**src/rtl/arbiter_two_rr_pkg.sv**
```systemverilog
// Shared types for the two-input round-robin stream arbiter.
// Port selects are a single bit: 0 picks in_0, 1 picks in_1.
package arbiter_two_rr_pkg;

   typedef logic port_sel_t;

   localparam port_sel_t PORT_0 = 1'b0;
   localparam port_sel_t PORT_1 = 1'b1;

endpackage

```
**src/rtl/arbiter_two_rr.sv**
```systemverilog
// Two-to-one round-robin valid/ready merge, zero-latency datapath.
// A stalled beat locks its grant until it is accepted.
import arbiter_two_rr_pkg::*;

module arbiter_two_rr #(
   parameter int DWIDTH     = 32,
   parameter bit PRIORITY_0 = 1'b1
) (
   input  logic              clk,
   input  logic              rst,
   input  logic              in_0_valid,
   input  logic [DWIDTH-1:0] in_0_data,
   output logic              in_0_ready,
   input  logic              in_1_valid,
   input  logic [DWIDTH-1:0] in_1_data,
   output logic              in_1_ready,
   output logic              out_valid,
   output logic [DWIDTH-1:0] out_data,
   input  logic              out_ready
);

   localparam port_sel_t PREF_RST = PRIORITY_0 ? PORT_0 : PORT_1;

   port_sel_t pref;
   logic      lock;
   port_sel_t lock_sel;

   port_sel_t grant;
   logic      grant_vld;
   logic      xfer;
   logic      stall;

   always_comb begin
      grant     = PORT_0;
      grant_vld = 1'b0;
      if (lock) begin
         grant     = lock_sel;
         grant_vld = 1'b1;
      end else if (in_0_valid && in_1_valid) begin
         grant     = pref;
         grant_vld = 1'b1;
      end else if (in_0_valid) begin
         grant     = PORT_0;
         grant_vld = 1'b1;
      end else if (in_1_valid) begin
         grant     = PORT_1;
         grant_vld = 1'b1;
      end
   end

   always_comb begin
      out_valid  = rst & (in_0_valid | in_1_valid);
      out_data   = in_0_data;
      in_0_ready = 1'b0;
      in_1_ready = 1'b0;
      if (grant_vld && grant == PORT_1)
         out_data = in_1_data;
      if (out_valid && out_ready && grant_vld) begin
         in_0_ready = (grant == PORT_0);
         in_1_ready = (grant == PORT_1);
      end
   end

   assign xfer  = out_valid & out_ready;
   assign stall = out_valid & ~out_ready;

   always_ff @(posedge clk or negedge rst) begin
      if (!rst) begin
         pref     <= PREF_RST;
         lock     <= 1'b0;
         lock_sel <= PORT_0;
      end else if (xfer) begin
         pref <= ~grant;
         lock <= 1'b0;
      end else if (stall) begin
         lock     <= 1'b1;
         lock_sel <= grant;
      end
   end

endmodule

```
**config.mk**
```make
export PLATFORM = sky130hd
export DESIGN_NAME = arbiter_two_rr
export DESIGN_NICKNAME = d
export VERILOG_FILES = /design/src/rtl/arbiter_two_rr_pkg.sv /design/src/rtl/arbiter_two_rr.sv
export SDC_FILE = /design/constraint.sdc
export NUM_CORES = 1
export LEC_CHECK = 0
export BUFFER_PORTS_ARGS = -buffer_cell sky130_fd_sc_hd__buf_2
export CELL_PAD_IN_SITES_DETAIL_PLACEMENT = 0
export CELL_PAD_IN_SITES_GLOBAL_PLACEMENT = 1
export CORE_MARGIN = 10
export CORE_UTILIZATION = 19
export DETAILED_ROUTE_END_ITERATION = 16
export GPL_ROUTABILITY_DRIVEN = 1
export PLACE_DENSITY = 0.86
export SETUP_SLACK_MARGIN = 0.15
export SLEW_MARGIN = 10
export SYNTH_ARGS = -nofsm -noshare
export SYNTH_HDL_FRONTEND = slang
export SYNTH_SLANG_ARGS = --single-unit
export TNS_END_PERCENT = 5
```
**constraint.sdc**
```tcl
create_clock -name clk -period 2.3 [get_ports clk]
set_input_delay 0.46 -clock clk [delete_from_list [all_inputs] [get_ports clk]]
set_output_delay 0.46 -clock clk [all_outputs]
set_load 0.02 [all_outputs]
```
# == Word-level counts from Yosys, hierarchy flattened ==
# Index checks and enable logic that the tools add are counted.
# word_totals
regBits,3
latch_bits,0
mem_bits_rw,0
romBits,0
out_inout_bits,35
elab_cells,28
mem_count,0
# classes
addsub,0
mul,0
n_div,0
n_lt_le_gt_ge,0
n_eq_ne,0
n_shift,0
mux,12
bitwise_logic,7
reduce_logical,6
# ops
cell,count
two-way mux 32 bit,1
two-way mux 1 bit,11
logical AND 1 bit,4
bitwise AND 1 bit,3
NOT 1 bit,3
AND reduction 2 bit,1
nonzero test 2 bit,1
bitwise OR 1 bit,1

# == Longest topological paths before layout ==
# Gate-level depths: netlist of run 1.
# logic_depth
ltp_word,6
ltp_mapped,4
mapped_depth_nobuf,3

# == Worst setup path before layout of run 1 ==
# Ideal clock, no wire load.
# synth_path
kind,input -> output
startpoint,in in_0_valid
endpoint,out in_1_ready
arrival_ns,1.433
setup_slack_ns,0.407
cell_stages,4
cell_sequence,nor2b_4 o21ai_4 buf_8 nor2b_1
# synth_between
elab_chain_cells,5
word_cells_on_any_way,12
# synth_lines
element,line_no,text
from (decl),arbiter_two_rr.sv:11,"input logic in_0_valid,"
"two-way mux 1 bit, or another cell as far along",arbiter_two_rr.sv:42,end else if (in_0_valid) begin
two-way mux 1 bit / bitwise AND 1 bit (equally long branches),"arbiter_two_rr.sv:39, arbiter_two_rr.sv:52",
two-way mux 1 bit / logical AND 1 bit (equally long branches),"arbiter_two_rr.sv:36, arbiter_two_rr.sv:58",
logical AND 1 bit,arbiter_two_rr.sv:58,if (out_valid && out_ready && grant_vld) begin
two-way mux 1 bit *,arbiter_two_rr.sv:58,
to (decl),arbiter_two_rr.sv:16,"output logic in_1_ready,"
# Every way passes the cells marked *; elsewhere a longest branch is shown, timed or not.

# == Worst setup path after layout of run 1 ==
# layout_path
startpoint,reg lock
endpoint,out out_data[1]
# layout_between
elab_chain_cells,3
word_cells_on_any_way,4
# layout_lines
element,line_no,text
from (decl),arbiter_two_rr.sv:25,logic lock;
from (signal assigned),arbiter_two_rr.sv:70,lock <= 1'b0;
from (signal assigned),arbiter_two_rr.sv:74,lock <= 1'b0;
from (signal assigned),arbiter_two_rr.sv:76,lock <= 1'b1;
two-way mux 1 bit,arbiter_two_rr.sv:36,if (lock) begin
logical AND 1 bit *,arbiter_two_rr.sv:56,if (grant_vld && grant == PORT_1)
two-way mux 32 bit *,arbiter_two_rr.sv:56,
to (decl),arbiter_two_rr.sv:18,"output logic [DWIDTH-1:0] out_data,"
# Marks and branches as above.

==> results of run 1 <==
[kinds of logic after synthesis]
family,after synthesis,synth area share [%]
buf+inv,3,7.93
compound gates,5,6.31
simple gates,7,7.39
flops,3,10.8
mux,33,67.6
[layout by cell type (no fill, tap or decap)]
| cell type | n |
|---|---|
| nand2b_1 | 1 |
| o21ai_0 | 1 |
| nand2_1 | 2 |
| o21a_1 | 2 |
| mux2_2 | 7 |
| nand2b_4 | 1 |
| o211ai_1 | 1 |
| nor2_1 | 1 |
| buf_2 | 103 |
| mux2_4 | 26 |
| nor2b_1 | 1 |
| clkbuf_1 | 1 |
| buf_12 | 2 |
| clkbuf_8 | 3 |
| dfrtp_1 | 3 |
| o21ai_4 | 1 |
| nor2b_4 | 1 |
[registers in the layout, indices dropped and copies added, names as in the netlist]
name	flops
lock	1
lock_sel	1
pref	1
[final cells by class]
cell class / instances / area, um^2
Fill cell: 347 / 2140
Timing Repair Buffer: 105 / 556
Tap cell: 46 / 57.6
Clock buffer: 4 / 45.0
Multi-Input combinational cell: 45 / 564
Sequential cell: 3 / 75.1
[worst max-delay path: stages (launching register included)]
cell	delay (ps)
dfrtp_1	380
nand2b_4	150
o21ai_4	180
buf_12	190
mux2_2	350
buf_2	160
[power breakdown]
| group | internal, uW | switching, uW |
|---|---|---|
| clock network | 118 | 32.5 |
| logic | 374 | 357 |
| registers | 66.8 | 10.3 |
[stage by stage]
stage / util (%) / hold WS, ps / total power [uW] / setup WS (ps)
floorplan: - / 164 / 633 / 407
global placement: 36.4 / 273 / 818 / 247
detailed placement: 36.4 / 273 / 823 / 230
CTS: 37.7 / 46.8 / 978 / 197
global route: 37.7 / 48.1 / 1020 / 160
finish: 37.7 / 49.4 / 959 / 213
[final timing paths]
check,from,end,slack (ps),cells after the start
max,lock,out_data[1],210,5
min,rst,pref,50,1
max reg2reg,pref,lock_sel,1130,4
min reg2reg,lock,lock,510,1
max in group asynchronous,rst,lock,2120,1
min in group clk,lock,lock,510,1
[layer usage]
metal / wire [um] / global-route usage, %
met5: 0 / 0
met3: 470 / 4.90
met1: 1230 / 9.29
met4: 36 / 2.64
met2: 1520 / 15.1
==> summary.txt, run 1 <==
Cells and area
  – Antenna diodes: 0
  – Fin cells: 203
  – Post-layout net count: 227
  – Share of cells above drive strength 1: 91.7%
  – Layout Area Growth over Synthesis: 86.8%
  – Final instance area: 1300 um^2

Die
  – Die W: 80.5 um
  – Row cnt: 21
  – DIE AREA: 6470 um^2
  – CORE AREA: 3440 um^2
  – Ports: 104
  – Initial Util: 20.2%
  – Die Ht: 80.5 um

Worst setup path
  – Crit start category: flop
  – Element type at the critical path end: output pin
  – Req. time, crit path: 1840 ps
  – Worst-path fanout max: 16
  – CP arrival: 1630 ps
  – Crit path kind: flop to output pin

GRT
  – Largest net degree at the start of global routing: 21
  – First-pass GRT wire length: 4660 um
  – GRT Total Usage: 8.95%
  – Vias in the first global route: 944
  – Initial antenna violation count: 0
  – Grt total ovfl: 0

STA
  – Endpoints failing setup: 0
  – Final Hold Viols: 0
  – Worst Skew: 2.47 ps
  – Rel. slew slack: 73.9%
  – Worst-Margin Slew: 390 ps
  – Post-layout minimum cycle time: 2090 ps
  – RSZ-0062 raised after global routing: no
  – Fmax: 479 MHz
  – Setup_tns: 0 ps
  – Slew Viols, Final: 0
  – Fin crit share: 90.7%

Yosys
  – Syn_area_per_cell: 13.6 um^2
  – Commonest cells post-synth: mux2_4 (26), mux2_2 (7), dfrtp_1 (3)
  – Most common cell in the netlist: mux2_4
  – Asr flop ratio synth: 100%
  – Yosys warnings: 0
  – Register area share after synthesis: 10.8%
  – Synthesized cell area: 694 um^2
  – Post-Syn Nets: 120
  – Post-synth cell types: 15
  – Cell count after synthesis: 51
  – Top cell type's share of synthesized area: 56.2%
  – Post-synth top flop: dfrtp_1
  – Number of enable flip-flop cells after synthesis: 0
  – Area leader, netlist: mux2_4
  – FF+latch count, synth: 3
  – Synth top area cells: mux2_4 (56%), mux2_2 (11%), dfrtp_1 (11%)

Status
  – Status: completed

Route
  – Final ANT Viol Nets: 0
  – Initial DRC count: 32
  – Vias: 822
  – DRT Wirelength: 3260 um
  – Remaining DRCs: 0
  – Vias per std cell: 4.05
  – WL/cell: 16.0 um
  – DR pass1 iterations: 3

Clocking
  – Post-cts resize count: 0
  – CTS tree: done
  – Clock net sink count: 3
  – H-tree depth: 1
  – CTS buffer count: 3
  – # hold bufs at CTS: 0
  – Clk buf depth: 2
  – Setup bufs post-CTS: 0
  – Clock slew at reported path FFs: 30 ps
  – Worst-skew pair later-pin latency: 210 ps
  – Root Driver: clkbuf_8

Power
  – Lkg Pwr: 0.000748 uW
  – VDD IR max: 338 uV
  – Pwr Density: 739 nW/um^2

Placed design
  – Gpl congestion: 0.849
  – Port Buf Inserts: 103
  – DP Area: 1250 um^2
  – DPL Wire Length: 3040 um
  – Placed insts: 199

Worst hold path
  – Worst Hold Class: input pin to async pin

Run
  – Max Cap Violations: 0
Note: power is estimated with default switching activity, not from simulation.
==> run 2: changes to the inputs <==
--- a/config.mk
+++ b/config.mk
@@ -9,10 +9,10 @@
 export CELL_PAD_IN_SITES_DETAIL_PLACEMENT = 0
 export CELL_PAD_IN_SITES_GLOBAL_PLACEMENT = 1
 export CORE_MARGIN = 10
-export CORE_UTILIZATION = 19
+export CORE_UTILIZATION = 17
 export DETAILED_ROUTE_END_ITERATION = 16
 export GPL_ROUTABILITY_DRIVEN = 1
-export PLACE_DENSITY = 0.86
+export PLACE_DENSITY = 0.82
 export SETUP_SLACK_MARGIN = 0.15
 export SLEW_MARGIN = 10
 export SYNTH_ARGS = -nofsm -noshare
==> constraint.sdc (replaced) <==
create_clock -name clk -period 1.7 [get_ports clk]
set_input_delay 0.34 -clock clk [delete_from_list [all_inputs] [get_ports clk]]
set_output_delay 0.34 -clock clk [all_outputs]
set_load 0.02 [all_outputs]
==> run 2 against run 1 <==
The flow now finishes with violations (setup timing). Non-clock buffer count is 5 higher. First-iteration DRC count is 84% lower. Count of clock-buffer cells in the layout stayed put. Flip-flop and latch count stayed put. Routed wire length is 3.9% higher. Power is 56% higher. Sequential share of layout area is 0.83 points lower. Via count is 3.2% higher. Cell area is 17% higher. Worst hold slack better by 440 ps. Register-to-register slack worse by 650 ps. Critical path type unchanged. Critical endpoint is now out_data[31]. Largest cell class is now buffers.
==> summary.txt, run 2 (same netlist as run 1, synthesis figures left out) <==
Die
  – Initial Util: 17.5% (was 20.2%)
  – CORE AREA: 3970 um^2 (was 3440 um^2)
  – Die W: 83.9 um (was 80.5 um)
  – Row cnt: 23 (was 21)
  – DIE AREA: 7040 um^2 (was 6470 um^2)
  – Ports: 104 (unchanged)
  – Die Ht: 83.9 um (was 80.5 um)

Cells and area
  – Highest-count cells in the layout ignoring fill and taps: buf_2 (75), mux2_4 (27), buf_6 (25), buf_4 (7), mux2_2 (6) (was buf_2 (103), mux2_4 (26), mux2_2 (7), clkbuf_8 (3), dfrtp_1 (3))
  – Share of cells above drive strength 1: 92.6% (was 91.7%)
  – Most common cell after layout, fill and taps aside: buf_2 (unchanged)
  – Post-layout net count: 232 (was 227)
  – Fin cells: 212 (was 203)
  – Antenna diodes: 0 (unchanged)
  – Layout Area Growth over Synthesis: 118% (was 86.8%)
  – Final core utilization: 38.2% (was 37.7%)
  – Largest regs: lock: 1 flops, lock_sel: 1 flops, pref: 1 flops (unchanged)

Route
  – Met2 WL: 1670 um (was 1520 um)
  – M1 wire length: 1370 um (was 1230 um)
  – WL/cell: 16.0 um (about the same)
  – Initial DRC count: 5 (was 32)
  – Top Metal Used: met4 (unchanged)
  – Vias: 848 (was 822)
  – DR pass1 iterations: 5 (was 3)
  – DRT Wirelength: 3380 um (was 3260 um)
  – Vias per std cell: 4.00 (was 4.05)
  – Final ANT Viol Nets: 0 (unchanged)
  – DR WL met3: 333 um (was 470 um)
  – Remaining DRCs: 0 (unchanged)

Power
  – Switch Pwr: 579 uW (was 400 uW)
  – Overall power: 1500 uW (was 959 uW)
  – VDD IR max: 497 uV (was 338 uV)
  – Pint: 916 uW (was 559 uW)
  – Logic pwr share: 79.3% (was 76.3%)
  – Reg power frac: 7.0% (was 8.0%)
  – Lkg Pwr: 0.000829 uW (was 0.000748 uW)
  – Switching share of power: 38.7% (was 41.7%)
  – Clk pwr share: 13.7% (was 15.7%)
  – Pwr Density: 987 nW/um^2 (was 739 nW/um^2)

Worst setup path
  – Slowest-stage cell, CP: dfrtp_1 (unchanged)
  – Element type at the critical path end: output pin (unchanged)
  – CP top delay family: flip-flops (unchanged)
  – Crit path cell chain: nand2b_4 -> o21ai_4 -> buf_12 -> mux2_2 -> buf_2 (unchanged)
  – Req. time, crit path: 1360 ps (was 1840 ps)
  – Crit start category: flop (unchanged)
  – Worst stage delay on the critical path: 370 ps (was 380 ps)
  – Worst-path fanout max: 16 (unchanged)
  – Crit path kind: flop to output pin (unchanged)
  – CP bufs+invs: 2 (unchanged)
  – CP arrival: 1600 ps (was 1630 ps)

STA
  – RSZ-0062 raised after global routing: yes (was no)
  – Slew Viols, Final: 0 (unchanged)
  – Post-layout minimum cycle time: 1940 ps
  – Worst-Margin Slew: 188 ps (was 390 ps)
  – Final worst setup slack: -242 ps (was 213 ps)
  – Hold Worst Slack: 488 ps (was 49.4 ps)
  – Fin crit share: 114%
  – Rel. slew slack: 87.4% (was 73.9%)
  – Worst Skew: 1.99 ps (was 2.47 ps)
  – Final Hold Viols: 0 (unchanged)
  – Endpoints failing setup: 33 (was 0)
  – Fmax: 515 MHz

Clocking
  – Setup bufs post-CTS: 0 (unchanged)
  – Root Driver: clkbuf_8 (unchanged)
  – CTS buffer count: 3 (unchanged)
  – Clk buf depth: 2 (unchanged)
  – H-tree depth: 1 (unchanged)
  – Worst-skew pair later-pin latency: 210 ps (about the same)
  – Clock slew at reported path FFs: 30 ps (about the same)
  – CTS tree: done (unchanged)
  – Clock net sink count: 3 (unchanged)

Placed design
  – Gpl congestion: 0.696 (was 0.849)
  – Placed insts: 207 (was 199)
  – Port Buf Inserts: 103 (unchanged)
  – Post-Place Worst Slack: -116 ps (was 230 ps)

Worst hold path
  – Worst Hold Class: input pin to flop (was input pin to async pin)

Status
  – Failing checks: setup timing
  – Status: complete, but fails checks (was completed)

GRT
  – Initial antenna violation count: 0 (unchanged)
  – Vias in the first global route: 885 (was 944)
  – Grt total ovfl: 0 (unchanged)
  – GRT Total Usage: 8.35% (was 8.95%)
  – Largest net degree at the start of global routing: 21 (unchanged)
  – First-pass GRT wire length: 4910 um (was 4660 um)

Run
  – Max Cap Violations: 0 (unchanged)
==> run 2: cell count changes in the layout (fill, tap and decap cells not counted) <==
cell	change
mux2_2	-1
nand2_2	+1
mux2_4	+1
nor2b_2	+1
buf_6	+25
nand2_1	-1
buf_4	+7
dlygate4sd3_1	+1
buf_2	-28
nor2b_1	-1
==> run 2: worst paths after layout <==
path | from | end | slack [ps] | cells past startpoint
max in group asynchronous | rst | lock | 1050 | 2
setup / recovery | lock | out_data[31] | -240 | 5
hold reg to reg | lock_sel | lock_sel | 530 | 1
setup reg to reg | lock | lock_sel | 480 | 5
hold / removal | out_ready | lock_sel | 490 | 3
min in group asynchronous | rst | pref | 500 | 2
==> run 2: power groups by stage <==
stage | clock, uW | combinational (uW) | sequential (uW)
floorplan | 0 | 756 | 101
global placement | 0 | 1000 | 103
detailed placement | 0 | 1010 | 104
CTS | 207 | 1180 | 105
global route | 218 | 1240 | 107
finish | 205 | 1190 | 105
==> run 2: timing repair <==
item | CTS | global route
setup endpoints to repair | 34 | 34
endpoints found under the hold margin | 3 | 0
hold buffers | 1 | 0
cloned | 0 | 0
resized for setup | 49 | 6
==> run 2: worst reg2reg max path: stages, from the launching register on <==
cell     delay (ps)
dfrtp_1         370
buf_4           140
nand2_2          80
o21ai_4          80
buf_12          170
mux2_2          270
==> run 2: cell type report <==
class                   instances  area (um^2)
fillers                       384         2460
flip-flops and latches          3         75.1
well taps                      50         62.6
clock buffers                   4         45.0
repair buffers                110          759
multi-input cells              45          573
==> run 2: per-layer routing <==
layer  vias to the layer above  global-route usage [%]
met5                         -                       0
met4                         0                    1.83
met3                         2                    3.22
met2                        68                    14.8
li1                        412                       -
met1                       366                    9.07
==> run 2: metrics by stage <==
stage / TNS [ps] / instance area, um^2
5_1_grt: -8350 / 1520
6_report: -6810 / 1520
3_5_place_dp: -3240 / 1290
2_1_floorplan: 0 / 697
4_1_cts: -7390 / 1500
3_3_place_gp: -2950 / 1290
==> run 3: changes to the inputs <==
--- a/config.mk
+++ b/config.mk
@@ -10,6 +10,7 @@
 export CELL_PAD_IN_SITES_GLOBAL_PLACEMENT = 1
 export CORE_MARGIN = 10
 export CORE_UTILIZATION = 17
+export CTS_BUF_LIST = sky130_fd_sc_hd__clkbuf_4
 export DETAILED_ROUTE_END_ITERATION = 16
 export GPL_ROUTABILITY_DRIVEN = 1
 export PLACE_DENSITY = 0.82
==> run 3 against run 2 <==
The run still ends with setup timing left. Cell area shrank 0.99%. Combinational power is essentially flat. Worst hold slack lost 18 ps. Flip-flop and latch count is the same. Largest power group unchanged.
==> summary.txt, run 3 (same netlist as run 1, synthesis figures left out) <==
Die
  – DIE AREA: 7040 um^2 (unchanged)
  – Die W: 83.9 um (unchanged)
  – CORE AREA: 3970 um^2 (unchanged)
  – Ports: 104 (unchanged)
  – Initial Util: 17.5% (unchanged)
  – Die Ht: 83.9 um (unchanged)
  – Row cnt: 23 (unchanged)

Power
  – Pint: 860 uW (was 916 uW)
  – Overall power: 1430 uW (was 1500 uW)
  – VDD IR max: 389 uV (was 497 uV)
  – Switching share of power: 39.7% (was 38.7%)
  – Clk pwr share: 9.6% (was 13.7%)
  – Lkg Pwr: 0.000825 uW (was 0.000829 uW)
  – Pwr Density: 952 nW/um^2 (was 987 nW/um^2)
  – Switch Pwr: 567 uW (was 579 uW)
  – Logic pwr share: 83.1% (was 79.3%)
  – Reg power frac: 7.3% (was 7.0%)

Placed design
  – Gpl congestion: 0.696 (unchanged)
  – DP Area: 1290 um^2 (unchanged)
  – Post-Place Worst Slack: -116 ps (unchanged)
  – Port Buf Inserts: 103 (unchanged)

Cells and area
  – Layout Area Growth over Synthesis: 116% (was 118%)
  – Filler cell count: 389 (was 384)
  – Antenna diodes: 0 (unchanged)
  – Post-layout net count: 232 (unchanged)
  – Share of cells above drive strength 1: 93.2% (was 92.6%)
  – Most common cell after layout, fill and taps aside: buf_2 (unchanged)
  – Final core utilization: 37.8% (was 38.2%)
  – Highest-count cells in the layout ignoring fill and taps: buf_2 (75), mux2_4 (27), buf_6 (25), buf_4 (7), mux2_2 (6) (unchanged)
  – Largest regs: lock: 1 flops, lock_sel: 1 flops, pref: 1 flops (unchanged)
  – Multi-input logic area: 573 um^2 (unchanged)
  – Final instance area: 1500 um^2 (was 1520 um^2)
  – Reg area: 75.1 um^2 (unchanged)

STA
  – Worst Skew: 2.57 ps (was 1.99 ps)
  – Worst-Margin Slew: 188 ps (about the same)
  – Final worst setup slack: -258 ps (was -242 ps)
  – Setup_tns: -7340 ps (was -6810 ps)
  – Fmax: 511 MHz (was 515 MHz)
  – Rel. slew slack: 87.4% (about the same)
  – Final Hold Viols: 0 (unchanged)
  – Endpoints failing setup: 33 (unchanged)
  – Post-layout minimum cycle time: 1960 ps (was 1940 ps)
  – Fin crit share: 115% (was 114%)
  – RSZ-0062 raised after global routing: yes (unchanged)
  – Slew Viols, Final: 0 (unchanged)

Worst hold path
  – Worst Hold Class: input pin to flop (unchanged)

Route
  – Vias per std cell: 3.99 (was 4.00)
  – WL/cell: 15.9 um (was 16.0 um)
  – DRT Wirelength: 3370 um (was 3380 um)
  – Vias: 845 (was 848)
  – Remaining DRCs: 0 (unchanged)
  – Final ANT Viol Nets: 0 (unchanged)
  – DR pass1 iterations: 5 (unchanged)
  – Initial DRC count: 4 (was 5)

Worst setup path
  – Worst-path fanout max: 16 (unchanged)
  – Req. time, crit path: 1360 ps (about the same)
  – CP bufs+invs: 2 (unchanged)
  – Element type at the critical path end: output pin (unchanged)
  – Crit start category: flop (unchanged)
  – Crit path cell chain: nand2b_4 -> o21ai_4 -> buf_12 -> mux2_2 -> buf_2 (unchanged)
  – Crit path kind: flop to output pin (unchanged)
  – CP top delay family: flip-flops (unchanged)
  – CP arrival: 1620 ps (was 1600 ps)
  – Worst stage delay on the critical path: 370 ps (about the same)
  – Slowest-stage cell, CP: dfrtp_1 (unchanged)

Clocking
  – Root Driver: clkbuf_4 (was clkbuf_8)
  – CTS tree: done (unchanged)
  – CTS buffer count: 3 (unchanged)
  – Clock net sink count: 3 (unchanged)
  – Worst-skew pair later-pin latency: 230 ps (was 210 ps)
  – Clk buf depth: 2 (unchanged)
  – Setup bufs post-CTS: 0 (unchanged)
  – Clock slew at reported path FFs: 30 ps (about the same)
  – H-tree depth: 1 (unchanged)

Status
  – Failing checks: setup timing (unchanged)
  – Status: complete, but fails checks (unchanged)

GRT
  – Vias in the first global route: 884 (was 885)
  – Grt total ovfl: 0 (unchanged)
  – First-pass GRT wire length: 4880 um (was 4910 um)
  – Largest net degree at the start of global routing: 21 (unchanged)
  – GRT Total Usage: 8.35% (unchanged)
  – Initial antenna violation count: 0 (unchanged)

Run
  – Max Cap Violations: 0 (unchanged)
[run 3: changes by cell type in the layout (fill, tap and decap cells not counted)]
cell	delta
clkbuf_8	-3
clkbuf_1	-1
clkbuf_4	+4
[run 3: per-layer routing]
metal	vias to the layer above	track usage, %	part of all wire [%]
li1	413	-	-
met1	364	8.96	41
met2	66	14.8	49
met3	2	3.22	9.7
met4	0	2.28	0.36
met5	-	0	0
[run 3: what timing repair did]
item / CTS / global route
endpoints found under the setup margin: 34 / 34
hold endpoints to repair: 3 / 0
hold buffers: 1 / 0
resized for setup: 49 / 6
[run 3: final timing paths]
path / startpoint / end / slack, ps / cells past startpoint
setup reg to reg: lock / lock_sel / 490 / 5
hold reg to reg: lock_sel / lock_sel / 530 / 1
setup / recovery: lock / out_data[31] / -260 / 5
min in group asynchronous: rst / pref / 480 / 2
max in group asynchronous: rst / lock / 1080 / 2
hold / removal: out_ready / lock_sel / 470 / 3
[run 3: cell type report]
type / instances / share of cell area [%]
tap: 50 / 4.17
sequential: 3 / 5.00
multi-input combinational: 45 / 38.2
clock buffer: 4 / 2.00
timing repair buffer: 110 / 50.6
[run 3: tightest hold or removal path, stage by stage]
cell and delay [ps]:
buf_2 80, nand2b_1 100, mux2_2 140
[run 3: stage by stage]
stage          std cells  hold slack [ps]
5_1_grt              212              484
2_1_floorplan         51             44.4
6_report             212              471
3_3_place_gp         207              152
3_5_place_dp         207              151
4_1_cts              212              467
[run 3: power groups by stage]
stage               Clock (uW)  Sequential [uW]  Combinational (uW)
detailed placement           0              104                1010
CTS                        144              105                1180
floorplan                    0              101                 756
global placement             0              103                1000
finish                     137              105                1190
global route               151              107                1240
